`config.mk`:
```
export PLATFORM = sky130hd
export DESIGN_NAME = mux4_rr_arbiter
export DESIGN_NICKNAME = d
export VERILOG_FILES = /design/src/rtl/mux_arb_pkg.sv /design/src/rtl/mux_4x1.sv /design/src/rtl/mux4_rr_arbiter.sv
export SDC_FILE = /design/constraint.sdc
export NUM_CORES = 1
export LEC_CHECK = 0
export CORE_ASPECT_RATIO = 1.75
export CORE_MARGIN = 2
export CORE_UTILIZATION = 45
export CTS_CLUSTER_DIAMETER = 200
export CTS_CLUSTER_SIZE = 28
export DETAILED_ROUTE_END_ITERATION = 6
export PLACE_DENSITY_LB_ADDON = 0.3
export SETUP_SLACK_MARGIN = 0.3
export SKIP_LAST_GASP = 1
export SYNTH_ARGS = -nofsm -noshare
export SYNTH_HDL_FRONTEND = slang
export SYNTH_HIERARCHICAL = 1
export SYNTH_SLANG_ARGS = --single-unit
```
`constraint.sdc`:
```
create_clock -name clk -period 2.5 [get_ports clk]
set_input_delay 0.25 -clock clk [delete_from_list [all_inputs] [get_ports clk]]
set_output_delay 0.25 -clock clk [all_outputs]
set_load 0.005 [all_outputs]
```
`src/rtl/mux_arb_pkg.sv`:
```
// Shared types and round-robin pick helper for the 4-way arbiter; pure combinational helpers.
// No latency or flow control lives here.
package mux_arb_pkg;

    localparam int NUM_REQ = 4;
    localparam int SEL_W   = 2;

    typedef enum logic {
        ST_IDLE  = 1'b0,
        ST_GRANT = 1'b1
    } state_t;

    // First requester found scanning upward from last+1 with wrap; returns last if none.
    function automatic logic [SEL_W-1:0] rr_pick(input logic [NUM_REQ-1:0] req,
                                                 input logic [SEL_W-1:0]   last);
        logic [SEL_W-1:0] idx;
        logic             found;
        rr_pick = last;
        found   = 1'b0;
        for (int k = 1; k <= NUM_REQ; k++) begin
            idx = last + SEL_W'(k);
            if (!found && req[idx]) begin
                rr_pick = idx;
                found   = 1'b1;
            end
        end
    endfunction

endpackage

```
`src/rtl/mux_4x1.sv`:
```
// 4:1 one-bit data mux, purely combinational (zero latency).
// No flow control; select is held stable by the arbiter during backpressure.
module mux_4x1
    import mux_arb_pkg::*;
(
    input  logic [NUM_REQ-1:0] data_i,
    input  logic [SEL_W-1:0]   sel_i,
    output logic               data_o
);

    assign data_o = data_i[sel_i];

endmodule

```
`src/rtl/mux4_rr_arbiter.sv`:
```
// Round-robin 4:1 channel arbiter, 1-cycle grant latency, valid/ready output; stalled owners are never preempted.
// Optional HOLD_LIMIT_EN forces rotation after MAX_BEATS transfers when another requester waits.
module mux4_rr_arbiter
    import mux_arb_pkg::*;
#(
    parameter int MAX_BEATS = 8,
    parameter int CNT_W     = 4
) (
    input  logic               clk,
    input  logic               rst_n,
    input  logic [NUM_REQ-1:0] req,
    input  logic [NUM_REQ-1:0] data_in,
    input  logic               out_ready,
    output logic [NUM_REQ-1:0] gnt,
    output logic [SEL_W-1:0]   sel,
    output logic               data_out,
    output logic               out_valid,
    output logic               busy
);

    if (MAX_BEATS < 1 || MAX_BEATS > (2**CNT_W) - 1) begin : g_bad_cfg
        $error("mux4_rr_arbiter: MAX_BEATS must be in 1..2**CNT_W-1");
    end

    state_t               state_q, state_d;
    logic [NUM_REQ-1:0]   gnt_q, gnt_d;
    logic [SEL_W-1:0]     sel_q, sel_d;
    logic [SEL_W-1:0]     last_q, last_d;
    logic [SEL_W-1:0]     idle_win, next_win;
    logic [NUM_REQ-1:0]   others;

    assign others    = req & ~(NUM_REQ'(1) << sel_q);
    assign idle_win  = rr_pick(req, last_q);
    assign next_win  = rr_pick(others, sel_q);
    assign out_valid = (gnt_q != '0) && req[sel_q];

`ifdef HOLD_LIMIT_EN
    logic             xfer;
    logic [CNT_W-1:0] cnt_q, cnt_d, cnt_inc;

    assign xfer    = out_valid && out_ready;
    assign cnt_inc = (cnt_q == '1) ? cnt_q : cnt_q + 1'b1;
`else
    // Arbitration ignores backpressure entirely when beats are not limited.
    logic unused_out_ready;
    assign unused_out_ready = out_ready;
`endif

    always_comb begin
        state_d = state_q;
        gnt_d   = gnt_q;
        sel_d   = sel_q;
        last_d  = last_q;
`ifdef HOLD_LIMIT_EN
        cnt_d   = cnt_q;
`endif
        case (state_q)
            ST_IDLE: begin
                if (req != '0) begin
                    state_d = ST_GRANT;
                    sel_d   = idle_win;
                    gnt_d   = NUM_REQ'(1) << idle_win;
`ifdef HOLD_LIMIT_EN
                    cnt_d   = '0;
`endif
                end
            end
            ST_GRANT: begin
                if (!req[sel_q]) begin
                    last_d = sel_q;
                    if (others != '0) begin
                        sel_d = next_win;
                        gnt_d = NUM_REQ'(1) << next_win;
`ifdef HOLD_LIMIT_EN
                        cnt_d = '0;
`endif
                    end else begin
                        state_d = ST_IDLE;
                        gnt_d   = '0;
                    end
                end
`ifdef HOLD_LIMIT_EN
                else if (xfer) begin
                    // Hitting the limit rotates only if someone else is waiting.
                    if (cnt_inc == CNT_W'(MAX_BEATS)) begin
                        cnt_d = '0;
                        if (others != '0) begin
                            last_d = sel_q;
                            sel_d  = next_win;
                            gnt_d  = NUM_REQ'(1) << next_win;
                        end
                    end else begin
                        cnt_d = cnt_inc;
                    end
                end
`endif
            end
            default: begin
                state_d = ST_IDLE;
                gnt_d   = '0;
            end
        endcase
    end

    always_ff @(posedge clk) begin
        if (!rst_n) begin
            state_q <= ST_IDLE;
            gnt_q   <= '0;
            sel_q   <= '0;
            last_q  <= SEL_W'(NUM_REQ - 1);
`ifdef HOLD_LIMIT_EN
            cnt_q   <= '0;
`endif
        end else begin
            state_q <= state_d;
            gnt_q   <= gnt_d;
            sel_q   <= sel_d;
            last_q  <= last_d;
`ifdef HOLD_LIMIT_EN
            cnt_q   <= cnt_d;
`endif
        end
    end

    assign gnt  = gnt_q;
    assign sel  = sel_q;
    assign busy = (state_q == ST_GRANT);

    mux_4x1 u_mux (
        .data_i (data_in),
        .sel_i  (sel_q),
        .data_o (data_out)
    );

endmodule

```
* Word-level counts from Yosys, hierarchy flattened
Index checks and enable logic that the tools add are counted.
** Word-level totals
- Register bits :: 9
- Input bits :: 11
- Output and inout port bits :: 9
- Word-level logic and storage cells :: 93
** Operators by class
- Add/subtract/negate cells :: 6
- Magnitude comparators :: 8
- Eq/ne operators :: 3
- Shifts and indexed selects :: 3
- Muxes and demuxes :: 46
- Bitwise operators :: 4
- Reductions and logical operators :: 19
** Operators with widths (count)
- < comparator 2 x 3 -> 1 bit (second input constant) :: 8
- 2-to-1 mux 2 bit :: 11
- binary-select mux 1 bit (select 2 bit) :: 10
- 2-to-1 mux 1 bit :: 19
- 2-to-1 mux 4 bit :: 3
- nonzero test 4 bit :: 3
- left shift 1 x 2 -> 4 bit (first input constant) :: 3
- adder 2 bit (second input constant) :: 4
- one-hot mux 4 bit (2 select lines) :: 1
- logical AND 1 bit :: 7
- zero test 1 bit :: 6
- adder 2 x 1 -> 2 bit (second input constant) :: 2
- bitwise AND 4 bit :: 1
- != test 2 bit (second input constant) :: 2
- NOT 4 bit :: 1
- one-hot mux 2 bit (2 select lines) :: 1
- AND reduction 2 bit :: 2
- AND reduction 3 bit :: 1
- != test 2 x 1 -> 1 bit (second input constant) :: 1
- NOT 1 bit :: 2
- one-hot mux 1 bit (2 select lines) :: 1

* Logic depth before layout (Yosys ltp)
- Word-level depth :: 19
- Mapped depth :: 8
- Depth with buffers taken out :: 7

* By module
The synthesis kept the hierarchy.
** Modules (own cells, without submodules)
- mux4_rr_arbiter :: times used 1, cells an instance 136, area each 1032.2 um^2, seq. area each 180.2 um^2
- mux_4x1 :: times used 1, cells an instance 1, area each 22.5 um^2, seq. area each 0.0 um^2

* Least setup slack after synthesis
Ideal clock, no wire load.
- Kind :: register to register
- Start :: reg sel_q[0], in the netlist sel[0]
- End :: reg gnt_q[3], in the netlist gnt[3]
- Setup time :: 88 ps
- Arrival time :: 2144 ps
- Data required time :: 2412 ps
- Slack :: 268 ps
- Cell stages (with the launch flop) :: 9
- Buffers on the path :: 1
- Period minus slack after synthesis :: 2232 ps
- Cell sequence :: dfxtp_1 clkbuf_2 inv_2 ha_1 nor2b_4 mux4_2 nor3b_1 or3_4 o32ai_2
** Between the ends
- Cells in the longest elaborated chain, start to end :: 19
- Elaborated cells on any way between the ends :: 36
- Classes of those cells :: add/sub (3); eq/ne (1); shift (2); mux (20); bitwise (2); reduce/logical (8)
** RTL lines
- start: declaration :: RTL line mux4_rr_arbiter.sv:27 : logic [SEL_W-1:0] sel_q, sel_d;
- start signal: assignment :: RTL line mux4_rr_arbiter.sv:117 : sel_q <= sel_d;
- branches (longest 19 deep; another with adder 2 x 1 -> 2 bit)
- end signal: assignment :: RTL line mux4_rr_arbiter.sv:116 : gnt_q <= gnt_d;
- end: declaration :: RTL line mux4_rr_arbiter.sv:26 : logic [NUM_REQ-1:0] gnt_q, gnt_d;
Parallel ways; which one is timed is not known. The select of a mux whose other input is x is not followed.
A chain may end at the register's enable or synchronous reset.

* Worst setup path after layout
- Start :: in req[0]
- End :: out out_valid
** Between the ends
- Cells in the longest elaborated chain, start to end :: 3
** RTL lines
- start: declaration :: RTL line mux4_rr_arbiter.sv:11 : input logic [NUM_REQ-1:0] req,
- binary-select mux 1 bit (select 2 bit) :: RTL line mux4_rr_arbiter.sv:35 : assign out_valid = (gnt_q != '0) && req[sel_q];
- 2-to-1 mux 1 bit (implied by the code) :: RTL line mux4_rr_arbiter.sv:35
- logical AND 1 bit :: RTL line mux4_rr_arbiter.sv:35
- end: declaration :: RTL line mux4_rr_arbiter.sv:17 : output logic out_valid,
Every way passes these cells. The select of a mux whose other input is x is not followed.

==> run metrics <==
antenna diode count=0; total gr overflow=0; number of synthesized flops with an enable pin=0; DIE AREA=0.002762 mm2; row count=23; GRT Total Usage=25.58%; antenna violations before repair=0; commonest non-fill, non-tap cell in the layout=clkdlybuf4s50_1; VDD IR-drop max=0.0003349 V; dpl ws=roughly 0.17 ns; fmax=around 470 MHz; final hold slack=0.5668 ns; Worst setup endpoint=out_valid; WL/cell=16.07 um; largest net degree at the start of global routing=16; CTS Buf Count=3; Die Wd=40.60 um; WS Path Type=in -> out; Reg2Reg Depth=7; Ys Warns=6; Least-Margin Pin Slew=between 0.4 and 0.5 ns; crit-path max FO=4; RR Startpoint=sel[1]; core area=0.002245 mm2; clock root cell=clkbuf_8; HP Class=reg -> reg; clock transition at the registers of the reported paths=around 0.040 ns; post-synthesis sequential area ratio=17.08%; Mapped Area=0.001055 mm2; Starting Density=a little under half; worst r2r dst=gnt[0]; first-pass GRT wire length=about 4.9 mm; via count=1185; #FFs+latches synth=9; CTS tree=yes; Vias/cell=6.303; drt pass-1 iters=4; clock skew=0.002578 ns; multi-input logic area=822.0 um2; worst skew pair latency=0.23 ns; commonest cells after routing, fill and taps aside=clkdlybuf4s50_1 (17), nor2_1 (13), buf_4 (12); hpwl dp=around 2.4 mm; maximum clock path buffer count=2; Post-synth ARST share=0%; vias in the first global route=1169; Detailed Route WL=3.021 mm; layout cell share with drive strength beyond 1=20.25%; Avg Cell Area, Syn=7.699 um2; crit share post-route=85.66%; static leakage=~0.56 nW; Hold Vio Cnt, Final=0; routability cong.=0.9440; CP required=2.25 ns; Layout area overhead=31.20%; I/O Buffers=18; Die Height=just under 70 um; drt drc=0; Final min period=2.142 ns; CP Launch Point=req[0]; CP endpoint kind=primary output; number of I/O pins=20; Filler Cell Count=213; Slew Limit Headroom=67.33%; Max Slew Vio Count=0; RSZ-0062 raised after global routing=true; power per cell area=around 600 mW/mm2; Iter 0 DRT Violations=40; Final #Nets=179; final setup violation count=0; Yosys cell types=47; Max Cap Viol=0; Fin Setup TNS=0 ns; sequential cell area=185.2 um2; Final ANT Viol Nets=0; status=completed; Clock Sinks=9; final worst slack=0.3584 ns; worst reg2reg setup slack=0.39 ns; Syn Inst Count=137; startpoint types=input port; Arrival @ worst endpoint=1.89 ns; CTS H-tree depth=1; top_reg_cell synth=dfxtp_1; syn_nets=152; post-route insts no fill=188; Placed Cells incl. Taps=181
worst max-delay path: stages:
cell and delay [ns]:
clkdlybuf4s50_1 0.57, mux2i_1 0.16, mux2i_2 0.24, o41a_1 0.18, clkdlybuf4s50_1 0.49
kinds of logic after synthesis:
| family | after synthesis | synth area share, % |
|---|---|---|
| buf+inv | 14 | 6.641 |
| flops | 9 | 17.08 |
| fa+ha+maj | 4 | 4.745 |
| simple gates | 53 | 27.05 |
| mux | 8 | 11.15 |
| compound gates | 49 | 33.34 |
stage by stage:
stage	util (%)	cell area (um2)	power, mW
final	61.65	1384	0.8362
after global routing	61.65	1384	0.8898
after CTS	60.03	1348	0.8163
after detailed placement	57.41	1289	0.6329
after global placement	57.41	1289	0.6202
after floorplan	-	1057	0.4788
area by class of cell:
class | instances | area share [%]
Clock buffer | 4 | 3.255
Inverter | 6 | 1.989
Multi-Input combinational cell | 114 | 59.40
Sequential cell | 9 | 13.38
Tap cell | 25 | 2.260
Timing Repair Buffer | 30 | 19.71
how the worst min path moves through the flow:
stage / start / endpoint / slack, ns / cells past startpoint
detailed placement: gnt[2] / gnt[2] / 0.56 / 2
CTS: gnt[2] / gnt[2] / 0.57 / 2
floorplan: rst_n / last_q[0] / 0.33 / 1
global placement: gnt[0] / gnt[0] / 0.56 / 2
global route: gnt[2] / gnt[2] / 0.62 / 2
finish: gnt[2] / gnt[2] / 0.57 / 2
power by group:
part	internal, mW	switching (mW)	total, mW
combinational	0.240	0.213	0.453
sequential	0.169	0.0445	0.213
clock	0.111	0.0584	0.170
registers in the layout, summed over array words and instances (netlist names):
register  count
gnt           4
last_q        2
sel           2
busy          1
per-layer routing:
| metal | global-route usage (%) | vias up | share of wire, % |
|---|---|---|---|
| met2 | 47.22 | 20 | 56 |
| met3 | 2.273 | 10 | 2.1 |
| li1 | - | 571 | - |
| met4 | 12.92 | 0 | 2.4 |
| met5 | 0 | - | 0 |
| met1 | 26.26 | 584 | 39 |
synth_stat cells, types with 2 or more instances:
cell	number	share of area [%]
nor2_1	13	4.6
a21oi_1	10	4.7
nand2_1	10	3.6
o21ai_0	10	4.7
dfxtp_1	9	17
nand2b_1	7	4.2
mux2i_1	5	4.7
nor2b_1	5	3.0
o32ai_1	5	4.2
clkbuf_1	4	1.4
ha_1	4	4.7
inv_1	4	1.4
nor3b_1	4	2.8
mux4_2	3	6.4
nor3_1	3	1.4
a22oi_1	2	1.4
a31o_2	2	1.7
and2_1	2	1.2
buf_6	2	2.1
inv_2	2	0.71
nand3_1	2	0.95
o21bai_1	2	1.4
o22ai_1	2	1.2
or3_1	2	1.2
repair_timing:
item                       4_1_cts  5_1_grt
pin swaps                        0        2
setup buffers                    1        2
hold buffers                     0        0
hold endpoints to repair         0        0
gates resized for setup          3        6
setup endpoints to repair        5        5
No activity file was read; power rests on OpenSTA's default activity.
